==> src/rtl/fetch_pair_queue.sv <==
// fetch_pair_queue: dual-issue fetch front end ahead of ID.
// Issues one aligned pair request at a time, buffers returned pairs in a
// small FIFO and presents the head pair with its PC+8. A redirect flushes
// the FIFO and discards any response still in flight.
module fetch_pair_queue #(
  parameter int unsigned DEPTH    = 4,
  parameter logic [31:0] RESET_PC = 32'd0
) (
  input  logic                     clk,
  input  logic                     reset,
  output logic                     im_req,
  output logic [31:0]              im_addr,
  input  logic                     im_ack,
  input  logic [31:0]              im_data,
  input  logic [31:0]              im_data1,
  input  logic                     redirect,
  input  logic [31:0]              redirect_pc,
  input  logic                     hold,
  output logic                     out_valid,
  output logic [31:0]              out_inst,
  output logic [31:0]              out_inst1,
  output logic [31:0]              out_pc8,
  output logic [$clog2(DEPTH):0]   count
);

  localparam int unsigned PW = $clog2(DEPTH);
  localparam int unsigned CW = PW + 1;
  localparam logic [CW-1:0] DEPTH_C = CW'(DEPTH);

  typedef enum logic [1:0] {
    IDLE,
    WAIT,
    DROP
  } state_t;

  state_t        state;
  state_t        state_next;

  logic [31:0]   fetch_pc;
  logic [31:0]   req_pc;
  logic [PW-1:0] head;
  logic [PW-1:0] tail;

  logic [31:0]   fifo_inst  [DEPTH];
  logic [31:0]   fifo_inst1 [DEPTH];
  logic [31:0]   fifo_pc8   [DEPTH];

  logic          pop;
  logic          push;
  logic          room;
  logic          req_raw;
  logic [CW-1:0] count_less_pop;
  logic [CW-1:0] count_next;

  // Low address bits of a redirect target are ignored by design.
  logic          redirect_pc_unused;
  assign redirect_pc_unused = ^redirect_pc[2:0];

  // Queue bookkeeping: pop/push qualification and occupancy look-ahead.
  always_comb begin
    pop            = out_valid & ~hold & ~redirect;
    push           = (state == WAIT) & im_ack & ~redirect;
    count_less_pop = count - CW'(pop);
    count_next     = count_less_pop + CW'(push);
    room           = (state == WAIT) ? (count_next < DEPTH_C)
                                     : (count_less_pop < DEPTH_C);
  end

  // Next-state and request generation.
  // In DROP an arriving ack always retires the stale request, even when a
  // redirect lands in the same cycle; staying in DROP there would wait for
  // an ack that never comes. The redirect still updates fetch_pc.
  always_comb begin
    state_next = state;
    req_raw    = 1'b0;
    case (state)
      IDLE: begin
        if (!redirect && room) begin
          req_raw    = 1'b1;
          state_next = WAIT;
        end
      end
      WAIT: begin
        if (im_ack) begin
          if (redirect) begin
            state_next = IDLE;
          end else if (room) begin
            req_raw = 1'b1;
          end else begin
            state_next = IDLE;
          end
        end else if (redirect) begin
          state_next = DROP;
        end
      end
      DROP: begin
        if (im_ack) begin
          state_next = IDLE;
        end
      end
      default: state_next = IDLE;
    endcase
  end

  // Memory interface outputs; no request may escape while reset is high.
  always_comb begin
    im_req  = req_raw & ~reset;
    im_addr = fetch_pc;
  end

  // State register.
  always_ff @(posedge clk or posedge reset) begin
    if (reset) begin
      state <= IDLE;
    end else begin
      state <= state_next;
    end
  end

  // Fetch and outstanding-request addresses.
  always_ff @(posedge clk or posedge reset) begin
    if (reset) begin
      fetch_pc <= RESET_PC;
      req_pc   <= '0;
    end else if (redirect) begin
      fetch_pc <= {redirect_pc[31:3], 3'b000};
    end else if (req_raw) begin
      req_pc   <= fetch_pc;
      fetch_pc <= fetch_pc + 32'd8;
    end
  end

  // FIFO pointers and occupancy; a redirect flushes ahead of push/pop.
  always_ff @(posedge clk or posedge reset) begin
    if (reset) begin
      head  <= '0;
      tail  <= '0;
      count <= '0;
    end else if (redirect) begin
      head  <= '0;
      tail  <= '0;
      count <= '0;
    end else begin
      if (push) begin
        tail <= tail + PW'(1);
      end
      if (pop) begin
        head <= head + PW'(1);
      end
      count <= count_next;
    end
  end

  // FIFO storage write; contents are only meaningful under count.
  always_ff @(posedge clk) begin
    if (push) begin
      fifo_inst[tail]  <= im_data;
      fifo_inst1[tail] <= im_data1;
      fifo_pc8[tail]   <= req_pc + 32'd8;
    end
  end

  // Head presentation; an empty queue reads as a NOP bubble.
  always_comb begin
    out_valid = (count != '0);
    out_inst  = out_valid ? fifo_inst[head]  : '0;
    out_inst1 = out_valid ? fifo_inst1[head] : '0;
    out_pc8   = out_valid ? fifo_pc8[head]   : '0;
  end

endmodule
==> config.mk <==
export PLATFORM = sky130hd
export DESIGN_NAME = fetch_pair_queue
export DESIGN_NICKNAME = d
export VERILOG_FILES = /design/src/rtl/fetch_pair_queue.sv
export SDC_FILE = /design/constraint.sdc
export NUM_CORES = 1
export LEC_CHECK = 0
export CORE_MARGIN = 2
export CORE_UTILIZATION = 37
export DETAILED_ROUTE_END_ITERATION = 12
export GPL_ROUTABILITY_DRIVEN = 1
export GPL_TIMING_DRIVEN = 1
export SYNTH_ARGS = -nofsm -noshare
export SYNTH_HDL_FRONTEND = slang
export SYNTH_SLANG_ARGS = --single-unit
==> constraint.sdc <==
create_clock -name clk -period 4.29 [get_ports clk]
set_clock_uncertainty 0.2 [all_clocks]
set_input_delay 0.429 -clock clk [delete_from_list [all_inputs] [get_ports clk]]
set_output_delay 0.429 -clock clk [all_outputs]
set_load 0.02 [all_outputs]
==> impl_metrics.toml <==
[routing]
dr_wl_met2_um = 18900
viasPerCell = 5.16
top_layer_used = "met4"
totalWireLength_um = 39800
remaining_drc_errors = 0
vias = 10100
dr.pass1.iters = 5
ant_nets = 0
dr_wl_met3_um = 2200
wl_per_cell_um = 20.4
drt_iter0_drc = 653
wl_met1_um = 18200

[global_route]
grt_pass1_wl_um = 62000
grt_max_degree = 94
grt.total_usage = 0.160
grt_antenna_before_repair = 0
grt_pass1_vias = 10500
gr-total-overflow = 0

[timing]
fmax_ghz = 0.247
worst_slew_pin_slew_ns = 1.05
fin_crit_sh = 0.942
hold_violations = 0
maxSlewHeadroom = 0.301
rsz0062_at_grt = "no"
finalSetupViolCount = 0
tns_ns = 0
drv_slew = 0
period_needed_ns = 4.04

[die]
row_count = 80
die-area_um2 = 50500
die_y_um = 225
initial_core_util = 0.376
die_x_um = 225
coreArea_um2 = 47800
num_io_pins = 234

[clock_network]
clk_pin_slew_ns = 0.06
insertion_delay_ns = 0.57
clock-root-buffer = "clkbuf_16"
htreeDepth = 2
postCtsSetupBuffers = 0
cts_tree = "built"
cts_resized = 0
numCtsBuffers = 47
clock-sinks = 439
hold_buffers = 0
cts.path.max_buffers = 3

[pwr]
ir_drop_mv = 0.280
p_per_area_nw_per_um2 = 509
p_leak_nw = 7.49

[synth]
yosysWarnings = 0
ys_ff_latch = 439
synth.distinct_cells = 53
synth_edf_count = 372
syn_avg_cell_area_um2 = 17.0
synthArstFlopShare = 0.153
synth-seq-area-share = 0.713
synth_area_um2 = 18000
netlist_instances = 1057
ys.flop_type = "edfxtp_1"

[min_path]
hold_class = "in2reg"

[final_layout]
drive_gt1_frac = 0.153
nets = 1407
syn_to_final_growth_pct = 24.9
final_common_cell = "edfxtp_1"
filler_cell_count = 4150
mostFrequentLayoutCells = "edfxtp_1 (372), clkdlybuf4s50_1 (224), nand2_1 (121), and2_1 (96), mux4_2 (93)"
design_area_um2 = 22500

[worst_setup_path]
cp-end-kind = "output port"
cp_max_fo = 19
cp.required_ns = 3.66
start_kind = "flip-flop"
critical_path_class = "reg2out"
critPathArrivalTime_ns = 3.41

[placed_design]
dpl_cell_area_um2 = 21000
portBuffers = 224
place.gp.congestion = 0.850
dp_hpwl_um = 23700

[run]
max_cap_violations = 0

[status]
outcome = "complete, no violations"
==> kinds of logic after synthesis <==
logic type | synth area share
flip-flops | 0.713
AND/OR/NAND/NOR | 0.0954
multiplexers | 0.119
buffers and inverters | 0.0197
AO/OA/AOI/OAI | 0.0274
XOR/XNOR | 0.0179
adder cells (fa/ha/maj) | 0.00695
other | 0.000208
==> critical path: stages (launching register included) <==
cell	delay, ns
dfrtp_2	0.54
nor2_1	0.28
and3_1	0.36
ha_1	0.21
ha_1	0.23
nand3_1	0.12
mux2i_1	0.17
buf_4	0.16
o21ai_2	0.08
nor2_1	0.11
clkdlybuf4s50_1	0.61
==> flip-flops by register name, summed over array words and instances (netlist names) <==
register / cells
count: 3
fifo_inst: 128
fifo_inst1: 128
fifo_pc8: 116
head: 2
im_addr: 29
req_pc: 29
state: 2
tail: 2
==> cell usage after synthesis (all sizes together) (15+ instances only) <==
| master | instances | area, µm² |
|---|---|---|
| nand2 | 122 | 460 |
| nand3 | 32 | 160 |
| o21ai | 15 | 78.8 |
| mux4 | 93 | 2090 |
| nand4 | 19 | 125 |
| dfrtp | 67 | 1680 |
| o311ai | 33 | 289 |
| xnor2 | 23 | 201 |
| and2 | 102 | 641 |
| edfxtp | 372 | 11200 |
| buf | 34 | 189 |
| clkbuf | 23 | 87.6 |
| nor2 | 22 | 85.1 |
| inv | 18 | 67.6 |
==> metrics by stage <==
stage / hold slack [ns] / cells / setup slack, ns / util / total power [W]
5_1_grt: 0.213 / 1948 / 0.00514 / 0.470 / 0.0120
3_5_place_dp: 0.292 / 1862 / 0.372 / 0.439 / 0.00769
4_1_cts: 0.193 / 1948 / 0.111 / 0.470 / 0.0116
6_report: 0.226 / 1949 / 0.249 / 0.470 / 0.0115
2_1_floorplan: 0.267 / 1062 / 0.418 / - / 0.00661
3_3_place_gp: 0.285 / 1862 / 0.437 / 0.439 / 0.00766
==> worst paths after layout <==
path,startpoint,to,slack [ns],depth (start not counted)
setup / recovery,state[1],im_req,0.25,10
hold reg to reg,req_pc[31],req_pc[31],0.31,2
min in group asynchronous,reset,im_addr[25],0.26,2
hold / removal,redirect_pc[16],im_addr[16],0.23,3
setup reg to reg,state[1],im_addr[25],0.98,11
max in group asynchronous,reset,req_pc[22],2.77,3
==> power breakdown <==
group	switching [W]	total (W)	internal, W
clock	0.00160	0.00390	0.00230
sequential	0.000210	0.00517	0.00496
combinational	0.00128	0.00239	0.00111
total	0.00309	0.0115	0.00836
==> cell type report <==
type | count | area (µm²) | area share
flip-flops and latches | 439 | 12900 | 0.572
multi-input cells | 547 | 4840 | 0.215
repair buffers | 243 | 2470 | 0.110
clock buffers | 63 | 1260 | 0.0559
well taps | 615 | 769 | 0.0342
clock inverters | 23 | 224 | 0.00996
inverters | 18 | 67.6 | 0.00300
diodes | 1 | 2.50 | 0.000111
==> layer usage <==
layer	track usage	vias up
li1	-	4567
met1	0.224	5167
met2	0.255	282
met3	0.0349	47
met4	0.0378	0
met5	0	-
Note: power is estimated with default switching activity, not from simulation.
